[config.mk]
export PLATFORM = sky130hd
export DESIGN_NAME = ram_port_arbiter
export DESIGN_NICKNAME = d
export VERILOG_FILES = /design/src/rtl/ram_port_arbiter.sv
export SDC_FILE = /design/constraint.sdc
export NUM_CORES = 1
export LEC_CHECK = 0
export CAP_MARGIN = 10
export CORE_AREA = 2 2 83 85
export CTS_BUF_LIST = sky130_fd_sc_hd__clkbuf_4
export DETAILED_ROUTE_END_ITERATION = 6
export DIE_AREA = 0 0 85 87
export PLACE_DENSITY = 0.79
export SLEW_MARGIN = 0
export SYNTH_ARGS = -nofsm -noshare
export SYNTH_HDL_FRONTEND = slang
export SYNTH_SLANG_ARGS = --single-unit
[constraint.sdc]
create_clock -name clk -period 2.73 [get_ports clk]
set_input_delay 0.6825 -clock clk [delete_from_list [all_inputs] [get_ports clk]]
set_output_delay 0.6825 -clock clk [all_outputs]
set_load 0.1 [all_outputs]
[src/rtl/ram_port_arbiter.sv]
// ram_port_arbiter
// Shares the single data port of the main RAM between the CPU data path and a
// secondary DMA/debug master. The CPU has fixed priority. A starvation counter
// forces the DMA master through after STARVE_LIMIT lost cycles, and a lock bit
// lets the DMA master keep the port for consecutive burst beats. Read data
// comes straight from the RAM one cycle after the strobe, and a registered
// per-master valid tags it to the master that issued the read.

module ram_port_arbiter #(
    parameter int AW           = 13,
    parameter int DW           = 32,
    parameter int STARVE_LIMIT = 4
) (
    input  logic          clk,
    input  logic          resetq,
    // CPU data master
    input  logic          cpu_req,
    input  logic          cpu_we,
    input  logic [AW-1:0] cpu_addr,
    input  logic [DW-1:0] cpu_wdata,
    output logic          cpu_gnt,
    output logic          cpu_rvalid,
    // DMA / debug master
    input  logic          dma_req,
    input  logic          dma_we,
    input  logic          dma_lock,
    input  logic [AW-1:0] dma_addr,
    input  logic [DW-1:0] dma_wdata,
    output logic          dma_gnt,
    output logic          dma_rvalid,
    // Shared read data
    output logic [DW-1:0] rdata,
    // RAM port
    output logic          ram_en,
    output logic          ram_we,
    output logic [AW-1:0] ram_addr,
    output logic [DW-1:0] ram_wdata,
    input  logic [DW-1:0] ram_rdata
);

    // The counter needs at least one bit. It must also hold the value
    // STARVE_LIMIT itself, because it saturates there.
    localparam int CW = (STARVE_LIMIT < 1) ? 1 : $clog2(STARVE_LIMIT + 1);
    localparam logic [CW-1:0] LIMIT = CW'(STARVE_LIMIT);

    typedef enum logic [0:0] {
        LK_OPEN = 1'b0,
        LK_HELD = 1'b1
    } lock_state_t;

    lock_state_t   lock_r;
    lock_state_t   lock_nxt_s;
    logic [CW-1:0] wait_cnt_r;
    logic [CW-1:0] wait_cnt_nxt_s;
    logic          starved_s;
    logic          dma_win_s;
    logic          cpu_win_s;
    logic          cpu_rvalid_r;
    logic          dma_rvalid_r;

    // Grant decision: DMA wins if it is locked, starved, or uncontested.
    always_comb begin
        starved_s = (wait_cnt_r == LIMIT);
        dma_win_s = dma_req & ((lock_r == LK_HELD) | starved_s | ~cpu_req);
        cpu_win_s = cpu_req & ~dma_win_s;
    end

    assign cpu_gnt = cpu_win_s;
    assign dma_gnt = dma_win_s;

    // RAM port mux: the winner drives the port, and CPU fields are shown when idle.
    always_comb begin
        ram_en = cpu_win_s | dma_win_s;
        if (dma_win_s) begin
            ram_we    = dma_we;
            ram_addr  = dma_addr;
            ram_wdata = dma_wdata;
        end else begin
            ram_we    = cpu_we;
            ram_addr  = cpu_addr;
            ram_wdata = cpu_wdata;
        end
    end

    // Next-state logic for the burst lock and the starvation counter.
    always_comb begin
        lock_nxt_s     = LK_OPEN;
        wait_cnt_nxt_s = {CW{1'b0}};
        case (lock_r)
            LK_OPEN: begin
                if (dma_win_s && dma_lock) begin
                    lock_nxt_s = LK_HELD;
                end else begin
                    lock_nxt_s = LK_OPEN;
                end
            end
            LK_HELD: begin
                // Held only while DMA keeps requesting with dma_lock set.
                if (dma_win_s && dma_lock) begin
                    lock_nxt_s = LK_HELD;
                end else begin
                    lock_nxt_s = LK_OPEN;
                end
            end
            default: begin
                lock_nxt_s = LK_OPEN;
            end
        endcase

        if (dma_req && !dma_win_s) begin
            if (wait_cnt_r != LIMIT) begin
                wait_cnt_nxt_s = wait_cnt_r + CW'(1'b1);
            end else begin
                wait_cnt_nxt_s = wait_cnt_r;
            end
        end else begin
            wait_cnt_nxt_s = {CW{1'b0}};
        end
    end

    // Arbitration state registers.
    always_ff @(posedge clk or negedge resetq) begin
        if (!resetq) begin
            lock_r     <= LK_OPEN;
            wait_cnt_r <= {CW{1'b0}};
        end else begin
            lock_r     <= lock_nxt_s;
            wait_cnt_r <= wait_cnt_nxt_s;
        end
    end

    // Read-return tags line up with the RAM's one-cycle read latency.
    // Reset drops any read that is in flight.
    always_ff @(posedge clk or negedge resetq) begin
        if (!resetq) begin
            cpu_rvalid_r <= 1'b0;
            dma_rvalid_r <= 1'b0;
        end else begin
            cpu_rvalid_r <= cpu_win_s & ~cpu_we;
            dma_rvalid_r <= dma_win_s & ~dma_we;
        end
    end

    assign cpu_rvalid = cpu_rvalid_r;
    assign dma_rvalid = dma_rvalid_r;
    assign rdata      = ram_rdata;

endmodule

==> results by group <==
Setup path
  – Register-to-register setup slack: 1.03 ns
  – Crit Path Class: reg -> out
  – R2R depth: 9
  – Critical path depth: 9
  – Crit path largest cell delay: 0.35 ns
  – Req. time, crit path: 2.05 ns
  – Critical Path Most Common Cell: buf_6
  – Startpoint types: flop
  – Delay-heaviest family, CP: buffers and inverters
  – Slowest-stage cell, CP: dfrtp_1
  – Arrival time worst endpoint: 2.08 ns
  – Critical path, cell by cell: inv_1, ha_2, and2_4, o21ai_4, buf_6, buf_6, clkbuf_16, mux2_4, buf_12
  – Crit Path Max Fanout: 5
  – Setup crit end kind: output pin
  – Critical path buffers and inverters: 5

Placed design
  – Cells after DPL: 303
  – Port Buffers: 147
  – RePlAce Congestion: 0.6851
  – Hpwl dp: 4170 um
  – Placed cell area: 0.002994 sq mm
  – Pre-CTS setup slack: -0.2052 ns

Yosys
  – Synthesized flop and latch total: 6
  – Post-synthesis cell area: 0.001176 sq mm
  – Synth Instances: 108
  – Yosys cell types: 20
  – Seq/Total Area, Yosys: 12.77%
  – Net Count, Synth: 239
  – Syn_area_per_cell: 10.89 sq um
  – Yosys warnings: 0

GRT
  – Vias in the first global route: 1,417
  – Total track usage: 12.86%
  – GR Util met1: 14.58%
  – GR Util met3: 2.275%
  – Largest net degree at the start of global routing: 11
  – Busiest layer in global routing: met2
  – First-pass GRT wire length: 7403 um
  – Met2 usage: 23.93%
  – Initial antenna violation count: 0
  – Grt total ovfl: 0

Clock network
  – Clock latency on the worst-skew pair: 0.26 ns
  – Clock Path Buffers: 2
  – CTS tree: yes
  – Total CTS buffers: 3
  – Clock sink total: 6
  – Clock Tree Root: clkbuf_4
  – H-tree Lvls: 1
  – Worst-path clk slew: 0.06 ns

Layout
  – Post-route cell area: 0.003322 sq mm
  – Multi-input combinational cell area: 798.3 sq um
  – Final core utilization: 50.57%
  – Sequential Area: 150.1 sq um
  – Layout Nets: 371
  – Share of cells above drive strength 1: 52.10%
  – Synthesis-to-finish area growth: 182.4%
  – Fill count: 539
  – Diodes inserted: 0
  – Non-Filler Instances: 318

Run
  – Max Cap Viol: 0

Outcome
  – Status: complete, but fails checks
  – Failing checks: negative setup slack

Floorplan
  – Die area: 0.007395 sq mm
  – Die W: 85 um
  – Ports: 212
  – Initial Util: 17.90%
  – Core area: 0.006569 sq mm
  – Die Ht: 87 um
  – Row count: 30

Power and ir drop
  – Combinational power share: 85.6%
  – Clock power share: 6.9%
  – Switching power: 0.0006469 W
  – Static Leak: 1.528 nW
  – Seq pwr share: 7.4%
  – Cell-internal power: 0.0006306 W
  – Peak VDD IR: 0.2698 mV
  – PD cells: 384.6 mW/mm^2
  – Total chip power: 0.001278 W
  – Net Sw Frac: 50.64%

Timing
  – Fmax: 0.3623 GHz
  – Actual slew at the worst max-slew pin: 0.2826 ns
  – Final max-slew violation count: 0
  – Final worst path period share: 101.1%
  – RSZ-0062 raised after global routing: yes
  – Final setup fails: 14
  – Worst slew margin: 81.31%
  – Minimum clock period after layout: 2.760 ns
  – Worst Skew: 0.01617 ns
  – Setup slack after layout: -0.03041 ns
  – Final hold violations: 0

Hold path
  – Hold Path Class: reg -> reg
  – Hold Path Depth: 2

Routing
  – 1st-pass router iterations: 4
  – Post-route ant nets: 0
  – Via count: 1,309
  – Vias per Instance: 4.116
  – Drc violations: 0
  – Routed len/inst: 17.41 um
  – Iter 0 DRT Violations: 18
  – Drt total wl: 5535 um
[per-layer routing]
layer,vias up,routed length (um)
li1,600,-
met1,635,1964
met2,63,3142
met3,11,323
met4,0,104
met5,-,0
[Yosys cell counts, drive strengths merged]
master	number	share of area, %
o21ai	1	1.4
or2	1	0.53
buf	37	26
and2	3	1.8
nor3	1	0.43
dfrtp	6	13
nand2b	1	0.53
nand3b	1	0.64
nor2	3	0.96
inv	3	0.96
mux2i	1	0.85
mux2	46	50
nor3b	2	1.3
ha	2	2.1
[power groups by stage]
stage | sequential, W | clock [W] | combinational, W
6_report | 0.0000950 | 0.0000887 | 0.00109
5_1_grt | 0.0000953 | 0.0000964 | 0.00112
4_1_cts | 0.0000951 | 0.0000850 | 0.00107
3_5_place_dp | 0.0000967 | 0 | 0.00102
3_3_place_gp | 0.0000966 | 0 | 0.00102
2_1_floorplan | 0.000106 | 0 | 0.000797
[flip-flops by register name (all words and copies together), names as in the netlist]
| register | flops |
|---|---|
| wait_cnt_r | 3 |
| cpu_rvalid | 1 |
| lock_r | 1 |
| dma_rvalid | 1 |
[worst reg2reg max path, stage by stage (launching register included)]
cell and delay (ns):
dfrtp_1 0.35, inv_1 0.06, ha_2 0.19, and2_4 0.15, o21ai_4 0.19, buf_12 0.14
buf_6 0.14, inv_2 0.05, buf_4 0.14, nor3b_1 0.18
[final cells by class]
class	count	share of cell area, %
Tap cell	80	3.013
Clock buffer	3	0.6780
Inverter	3	0.3390
Sequential cell	6	4.520
Multi-Input combinational cell	62	24.03
Timing Repair Buffer	164	67.42
[cells in the final DEF (no fill, tap or decap), drive strengths merged]
master,instances
nor3b,2
ha,2
inv,3
clkbuf,5
mux2,46
nand3b,1
clkdlybuf4s50,94
dlygate4sd2,1
nor2,3
buf,66
nand2b,1
o21ai,1
dfrtp,6
and2,3
or2,1
mux2i,1
clkdlybuf4s15,1
nor3,1
[path summary, 6_finish.rpt]
path,from,endpoint
min reg2reg,wait_cnt_r[0]$_DFFE_PN0P_,wait_cnt_r[0]$_DFFE_PN0P_
min,wait_cnt_r[0]$_DFFE_PN0P_,wait_cnt_r[0]$_DFFE_PN0P_
min in group asynchronous,resetq,wait_cnt_r[2]$_DFFE_PN0P_
max,wait_cnt_r[1]$_DFFE_PN0P_,ram_wdata[2]
max in group asynchronous,resetq,dma_rvalid$_DFF_PN0_
max reg2reg,wait_cnt_r[1]$_DFFE_PN0P_,cpu_rvalid$_DFF_PN0_
[logic make-up (layout without fill, tap and decap cells)]
kind of cell,count (synthesis),count (layout),share of synthesized area [%]
adders and majority gates,2,2,2.127
muxes,47,47,50.96
AOI/OAI and AO/OA,1,1,1.383
DFF,6,6,12.77
and+or+nand+nor,12,12,6.170
buffers and inverters,40,170,26.59
[per-stage QoR]
step	hold WS, ns	setup TNS (ns)
global route	0.5923	-1.452
detailed placement	0.4881	-7.977
finish	0.5688	-0.2346
floorplan	0.3869	0
CTS	0.5556	-0.001351
global placement	0.4565	-6.735
[repair_timing]
| item | CTS | global route |
|---|---|---|
| hold buffers | 0 | 0 |
| pin swaps | 1 | 2 |
| setup endpoints to repair | 48 | 42 |
| setup buffers | 9 | 0 |
| gates cloned | 3 | 2 |
| resized for setup | 11 | 28 |
No activity file was read; power rests on OpenSTA's default activity.
